**config.mk**
```make
export PLATFORM = sky130hd
export DESIGN_NAME = pmp_entry_programmer
export DESIGN_NICKNAME = d
export VERILOG_FILES = /design/src/rtl/pmp_pkg.sv /design/src/rtl/pmp_napot_mask_gen.sv /design/src/rtl/pmp_entry_programmer.sv
export SDC_FILE = /design/constraint.sdc
export NUM_CORES = 1
export LEC_CHECK = 0
export BUFFER_PORTS_ARGS = -buffer_cell sky130_fd_sc_hd__buf_2
export CAP_MARGIN = 0
export CORE_AREA = 2 2 272 274
export CTS_BUF_LIST = sky130_fd_sc_hd__clkbuf_16
export CTS_CLUSTER_DIAMETER = 100
export DETAILED_ROUTE_END_ITERATION = 10
export DIE_AREA = 0 0 274 276
export GPL_ROUTABILITY_DRIVEN = 0
export GPL_TIMING_DRIVEN = 1
export PLACE_DENSITY = 0.65
export REMOVE_ABC_BUFFERS = 1
export SETUP_SLACK_MARGIN = 0.4
export SYNTH_ARGS = -nofsm -noshare
export SYNTH_HDL_FRONTEND = slang
export SYNTH_SLANG_ARGS = --single-unit
```
**constraint.sdc**
```tcl
create_clock -name clk -period 3.3 [get_ports clk]
set_clock_uncertainty 0.1 [all_clocks]
set_input_delay 0.66 -clock clk [delete_from_list [all_inputs] [get_ports clk]]
set_output_delay 0.66 -clock clk [all_outputs]
set_load 0.1 [all_outputs]
```
**src/rtl/pmp_pkg.sv**
```systemverilog
// rtl/pmp_pkg.sv - shared types for the PMP entry programmer
package pmp_pkg;

    localparam int ADDR_W = 32;
    localparam int K_W    = 6;

    typedef enum logic [1:0] {
        A_OFF   = 2'b00,
        A_TOR   = 2'b01,
        A_NA4   = 2'b10,
        A_NAPOT = 2'b11
    } pmp_amode_e;

    typedef struct packed {
        logic       l;
        logic [1:0] rsvd;
        pmp_amode_e a;
        logic [2:0] perm;
    } pmp_cfg_t;

    typedef enum logic [1:0] {
        RSP_OK         = 2'b00,
        RSP_LOCKED     = 2'b01,
        RSP_BAD_SIZE   = 2'b10,
        RSP_MISALIGNED = 2'b11
    } prog_rsp_e;

    typedef enum logic [2:0] {
        S_IDLE,
        S_CHECK,
        S_ENCODE,
        S_WRITE,
        S_RESP
    } prog_state_e;

endpackage

```
**src/rtl/pmp_napot_mask_gen.sv**
```systemverilog
// rtl/pmp_napot_mask_gen.sv - iterative NAPOT mask builder, one mask bit per cycle
module pmp_napot_mask_gen
    import pmp_pkg::*;
(
    input  logic              clk,
    input  logic              rst_n,
    input  logic              start,
    input  logic [K_W-1:0]    k,
    output logic              done,
    output logic [ADDR_W-1:0] mask
);

    logic [K_W-1:0] cnt_q;
    logic           busy_q;

    // done marks the cycle whose closing edge shifts in the last (k-1th) one
    assign done = busy_q && (cnt_q == K_W'(1));

    always_ff @(posedge clk or negedge rst_n) begin
        if (!rst_n) begin
            mask   <= '0;
            cnt_q  <= '0;
            busy_q <= 1'b0;
        end else if (start) begin
            mask   <= '0;
            cnt_q  <= k - K_W'(1);
            busy_q <= 1'b1;
        end else if (busy_q) begin
            mask  <= {mask[ADDR_W-2:0], 1'b1};
            cnt_q <= cnt_q - K_W'(1);
            if (cnt_q == K_W'(1)) begin
                busy_q <= 1'b0;
            end
        end
    end

endmodule

```
**src/rtl/pmp_entry_programmer.sv**
```systemverilog
// rtl/pmp_entry_programmer.sv - validates protect-region requests and holds the pmpcfg/pmpaddr bank
module pmp_entry_programmer
    import pmp_pkg::*;
#(
    parameter  int NUM_ENTRIES = 16,
    localparam int IDX_W       = $clog2(NUM_ENTRIES)
) (
    input  logic                      clk,
    input  logic                      rst_n,
    input  logic                      req_valid,
    output logic                      req_ready,
    input  logic                      req_clear,
    input  logic [IDX_W-1:0]          req_idx,
    input  logic [31:0]               req_base,
    input  logic [5:0]                req_size_log2,
    input  logic [2:0]                req_perm,
    input  logic                      req_lock,
    output logic                      rsp_valid,
    input  logic                      rsp_ready,
    output logic [1:0]                rsp_code,
    output logic [8*NUM_ENTRIES-1:0]  cfg_o,
    output logic [32*NUM_ENTRIES-1:0] addr_o
);

    prog_state_e     state_q, state_d;
    prog_rsp_e       code_q, code_d;
    logic            cap_clear, cap_lock;
    logic [IDX_W-1:0] cap_idx;
    logic [31:0]     cap_base;
    logic [5:0]      cap_k;
    logic [2:0]      cap_perm;
    logic            mask_start, mask_done;
    logic [31:0]     mask;
    logic [32:0]     align_mask;
    logic            misaligned;
    pmp_cfg_t        wr_cfg;
    logic [31:0]     wr_addr;
    pmp_cfg_t        cfg_q  [NUM_ENTRIES];
    logic [31:0]     addr_q [NUM_ENTRIES];

    assign req_ready = (state_q == S_IDLE);
    assign rsp_valid = (state_q == S_RESP);
    assign rsp_code  = code_q;

    // 33 bits so k=32 yields a full 32-bit alignment mask
    assign align_mask = (33'd1 << cap_k) - 33'd1;
    assign misaligned = |(cap_base & align_mask[31:0]);

    always_ff @(posedge clk or negedge rst_n) begin
        if (!rst_n) begin
            state_q <= S_IDLE;
            code_q  <= RSP_OK;
        end else begin
            state_q <= state_d;
            code_q  <= code_d;
        end
    end

    always_comb begin
        state_d    = state_q;
        code_d     = code_q;
        mask_start = 1'b0;
        case (state_q)
            S_IDLE: if (req_valid) state_d = S_CHECK;
            S_CHECK: begin
                state_d = S_RESP;
                if (cfg_q[cap_idx].l) begin
                    code_d = RSP_LOCKED;
                end else if (cap_clear) begin
                    code_d  = RSP_OK;
                    state_d = S_WRITE;
                end else if (cap_k < 6'd2 || cap_k > 6'd32) begin
                    code_d = RSP_BAD_SIZE;
                end else if (misaligned) begin
                    code_d = RSP_MISALIGNED;
                end else begin
                    code_d = RSP_OK;
                    if (cap_k == 6'd2) begin
                        state_d = S_WRITE;
                    end else begin
                        state_d    = S_ENCODE;
                        mask_start = 1'b1;
                    end
                end
            end
            S_ENCODE: if (mask_done) state_d = S_WRITE;
            S_WRITE:  state_d = S_RESP;
            S_RESP:   if (rsp_ready) state_d = S_IDLE;
            default:  state_d = S_IDLE;
        endcase
    end

    always_ff @(posedge clk or negedge rst_n) begin
        if (!rst_n) begin
            cap_clear <= 1'b0;
            cap_lock  <= 1'b0;
            cap_idx   <= '0;
            cap_base  <= '0;
            cap_k     <= '0;
            cap_perm  <= '0;
        end else if (state_q == S_IDLE && req_valid) begin
            cap_clear <= req_clear;
            cap_lock  <= req_lock;
            cap_idx   <= req_idx;
            cap_base  <= req_base;
            cap_k     <= req_size_log2;
            cap_perm  <= req_perm;
        end
    end

    pmp_napot_mask_gen u_mask_gen (
        .clk   (clk),
        .rst_n (rst_n),
        .start (mask_start),
        .k     (cap_k),
        .done  (mask_done),
        .mask  (mask)
    );

    always_comb begin
        wr_cfg      = '0;
        wr_addr     = '0;
        if (!cap_clear) begin
            wr_cfg.l    = cap_lock;
            wr_cfg.perm = cap_perm;
            if (cap_k == 6'd2) begin
                wr_cfg.a = A_NA4;
                wr_addr  = cap_base;
            end else begin
                wr_cfg.a = A_NAPOT;
                wr_addr  = cap_base | mask;
            end
        end
    end

    always_ff @(posedge clk or negedge rst_n) begin
        if (!rst_n) begin
            for (int i = 0; i < NUM_ENTRIES; i++) begin
                cfg_q[i]  <= '0;
                addr_q[i] <= '0;
            end
        end else if (state_q == S_WRITE) begin
            cfg_q[cap_idx]  <= wr_cfg;
            addr_q[cap_idx] <= wr_addr;
        end
    end

    for (genvar g = 0; g < NUM_ENTRIES; g++) begin : g_bank_out
        assign cfg_o[8*g +: 8]   = cfg_q[g];
        assign addr_o[32*g +: 32] = addr_q[g];
    end

endmodule

```
==> results.py <==
metrics = {
    "status": {
        "status": "finished, violations left",
        "violations": "setup timing",
    },
    "clock_tree": {
        "cts_tree": "done",
        "cts_sinks": 699,
        "cts_made_buffers": 78,
        "clock_path_buffers": 3,
        "clock_latency_ns": 0.62,
        "cts-root-buf": "clkbuf_16",
        "htreeDepth": 3,
        "clk_pin_slew_ns": 0.06,
    },
    "drt": {
        "totalWireLength_mm": 91.4,
        "first_pass_iters": 7,
        "dr_total_vias": 21300,
        "ant_nets": 0,
        "wire_per_inst_um": 21.3,
        "routed_via_density": 4.97,
        "drt-initial-drc-count": 1198,
        "route.detailed.drc": 0,
    },
    "floorplan": {
        "io_pins": 695,
        "core_area_sq_mm": 0.0726,
        "initial_core_util": 0.375,
        "die_y_um": 276,
        "core.rowCount": 99,
        "dieArea_sq_mm": 0.0756,
        "fp.dieW_um": 274,
    },
    "logic_synthesis": {
        "ys_seq_area_frac": 0.642,
        "async_flop_share": 1.00,
        "yosys_warnings": 0,
        "syn_avg_cell_area_sq_um": 10.3,
        "synthCells": 2655,
        "ys_ff_latch": 699,
        "synth_top_cell_by_area": "dfrtp_1",
        "syn_area_sq_mm": 0.0272,
        "synth_area_leaders": "dfrtp_1, o21ai_0, nand2_1, clkbuf_1, mux2_2",
        "yosys.area.top_type_share": 0.642,
        "synth.lib_cells_used.distinct": 68,
        "synth-edff-count": 0,
        "synth_flop_cell": "dfrtp_1",
    },
    "sta": {
        "fin_crit_sh": 1.08,
        "max_freq_mhz": 281,
        "max_slew.worst_pin.slew_ns": 1.11,
        "hold_viol": 0,
        "rsz0062_at_grt": "yes",
        "slew_headroom": 0.260,
        "setup_ws_ns": -0.258,
        "setup_viol": 43,
        "slew_viol_final": 0,
        "finalCriticalPeriod_ns": 3.56,
    },
    "final_layout": {
        "utilization": 0.477,
        "nets": 3316,
        "syn_to_final_growth_pct": 27.2,
        "fill_cells": 6813,
        "seqCellArea_sq_mm": 0.0175,
        "multi_input_area_sq_mm": 0.00905,
        "fin_cells": 4286,
        "drive_gt1_frac": 0.305,
    },
    "placed_design": {
        "hpwl_mm": 58.8,
        "io_buffers": 662,
        "place_inst": 4122,
        "pre_cts_slack_ns": -0.349,
    },
    "global_routing": {
        "grt_use_met3": 0.0512,
        "grt_usage": 0.237,
        "grt_pass1_vias": 20800,
        "antenna_found_initial": 23,
        "met2_usage": 0.378,
        "busiest_layer": "met2",
        "grt-ovfl-total": 0,
        "grt_start_max_net_pins": 77,
        "grt_pass1_wl_mm": 135,
        "use_met1": 0.308,
    },
    "hold_path": {
        "hp-class": "in -> reg",
        "hold-path-cell-count": 3,
        "whs_endpoint": "cap_base[2]",
        "hold_start": "req_base[2]",
    },
    "worst_setup_path": {
        "crit_family": "simple AND/OR/NAND/NOR gates",
        "worstPathArrival_ns": 3.95,
        "crit_path_end_kind": "register",
        "worstPathRequired_ns": 3.69,
        "crit_path_start_kind": "register",
        "cp_num_buf_inv": 4,
        "r2r-start": "cap_k[0]",
        "crit_chain": "buf_6 -> ha_4 -> or3_4 -> o211a_1 -> nor4_4 -> buf_4 -> nand2_2 -> xor2_1 -> a221o_1 -> nor4b_4 -> and3_4 -> buf_12 -> clkbuf_16 -> nor2_2",
        "crit_type": "reg -> reg",
        "cpPeakStageDelay_ns": 0.41,
        "cp_slowest_cell": "dfrtp_1",
        "r2r_end": "u_mask_gen.mask[10]",
        "crit_fanout": 5,
        "reg2reg_depth": 14,
        "crit_cells": 14,
        "worst-r2r-setup-slack_ns": -0.26,
    },
    "flow_run": {
        "cap_viol_max_count": 0,
    },
}
-- per-stage QoR --
stage               TNS [ns]  hold slack [ns]  area (sq um)
floorplan             -94.19            0.264         26200
global placement      -10.62            0.355         31700
detailed placement    -10.83            0.364         31700
CTS                    -4.79            0.123         34300
global route          -13.71            0.146         34600
finish                 -9.18            0.163         34600
-- cells in the final DEF (no fill, tap or decap), types with 6 or more instances in the layout --
cell type | synthesis | layout
a21oi_1 | 42 | 42
buf_12 | 0 | 13
buf_2 | 5 | 661
buf_4 | 32 | 84
bufinv_16 | 0 | 6
clkbuf_16 | 0 | 81
clkinv_1 | 0 | 21
conb_1 | 1 | 32
dfrtp_1 | 699 | 697
diode_2 | 0 | 11
inv_1 | 11 | 27
mux2_2 | 43 | 43
mux2i_1 | 38 | 38
nand2_1 | 652 | 639
nand2_8 | 0 | 8
nand2b_1 | 11 | 11
nand3_1 | 24 | 19
nor2_1 | 53 | 40
nor2_4 | 0 | 10
nor2b_1 | 11 | 9
nor3_1 | 10 | 9
o21ai_0 | 627 | 625
or2_2 | 35 | 35
xnor2_1 | 14 | 14
xor2_1 | 8 | 8
-- state kept, by name, summed over array words and instances (netlist names) --
name               count
rsp_code               2
cap_base              32
cap_lock               1
u_mask_gen.busy_q      1
cap_clear              1
cap_idx                4
u_mask_gen.mask       32
state_q                3
cap_k                  6
addr_o               512
cap_perm               3
cfg_o                 96
u_mask_gen.cnt_q       6
-- metal layers --
layer	part of all wire	wire, um	up-vias
li1	-	-	9991
met1	0.42	38400	10400
met2	0.47	42800	698
met3	0.060	5490	254
met4	0.049	4520	18
met5	0.0012	108	-
-- synthesized netlist by cell type (all sizes together) (10+ instances only) --
| library cell | number |
|---|---|
| nand3 | 24 |
| mux2 | 43 |
| clkbuf | 234 |
| buf | 42 |
| nand2 | 653 |
| xnor2 | 14 |
| mux2i | 38 |
| a21oi | 42 |
| dfrtp | 699 |
| nor2 | 53 |
| or2 | 35 |
| nor3 | 10 |
| inv | 11 |
| nor2b | 11 |
| nand2b | 11 |
| o21ai | 628 |
-- worst register-to-register path, stage by stage (launching register included) --
cell	delay (ns)
dfrtp_1	0.41
buf_6	0.13
ha_4	0.17
or3_4	0.40
o211a_1	0.24
nor4_4	0.33
buf_4	0.18
nand2_2	0.05
xor2_1	0.16
a221o_1	0.37
nor4b_4	0.28
and3_4	0.28
buf_12	0.12
clkbuf_16	0.16
nor2_2	0.04
-- cells by family (layout without fill, tap and decap cells) --
kind of cell	after synthesis	count (layout)	share of synthesized area
simple gates	832	832	0.127
compound gates	721	721	0.139
flops	699	699	0.642
buf+inv	287	917	0.0450
mux	85	85	0.0351
xor+xnor	22	22	0.00708
fa+ha+maj	8	8	0.00368
other cells	1	43	0.000138
-- final cells by class --
class,count,share of cell area
clock inverter,60,0.0139
multi-input combinational,1700,0.261
clock buffer,79,0.0571
sequential,699,0.505
antenna,11,0.000795
inverter,11,0.00119
timing repair buffer,767,0.126
tap,959,0.0346
-- worst max-delay path by stage --
stage                    start                  end  slack (ns)
global route          cap_k[0]   u_mask_gen.mask[2]       -0.36
floorplan           state_q[1]          cap_base[0]       -1.30
CTS                   cap_k[0]  u_mask_gen.mask[12]       -0.15
detailed placement    cap_k[0]  u_mask_gen.cnt_q[3]       -0.35
finish                cap_k[0]  u_mask_gen.mask[10]       -0.26
global placement      cap_k[1]  u_mask_gen.cnt_q[3]       -0.33
-- timing repair --
| action | in CTS | in global routing |
|---|---|---|
| gates cloned | 2 | 3 |
| setup buffers | 6 | 2 |
| setup endpoints to repair | 46 | 181 |
| pin swaps | 5 | 14 |
| gates resized for setup | 24 | 39 |
| hold buffers | 1 | 0 |
| hold endpoints to repair | 48 | 0 |
Power is left out: the tool's default activity adds up to more than one toggle a clock period on the data nets, which glitch-free logic cannot reach.
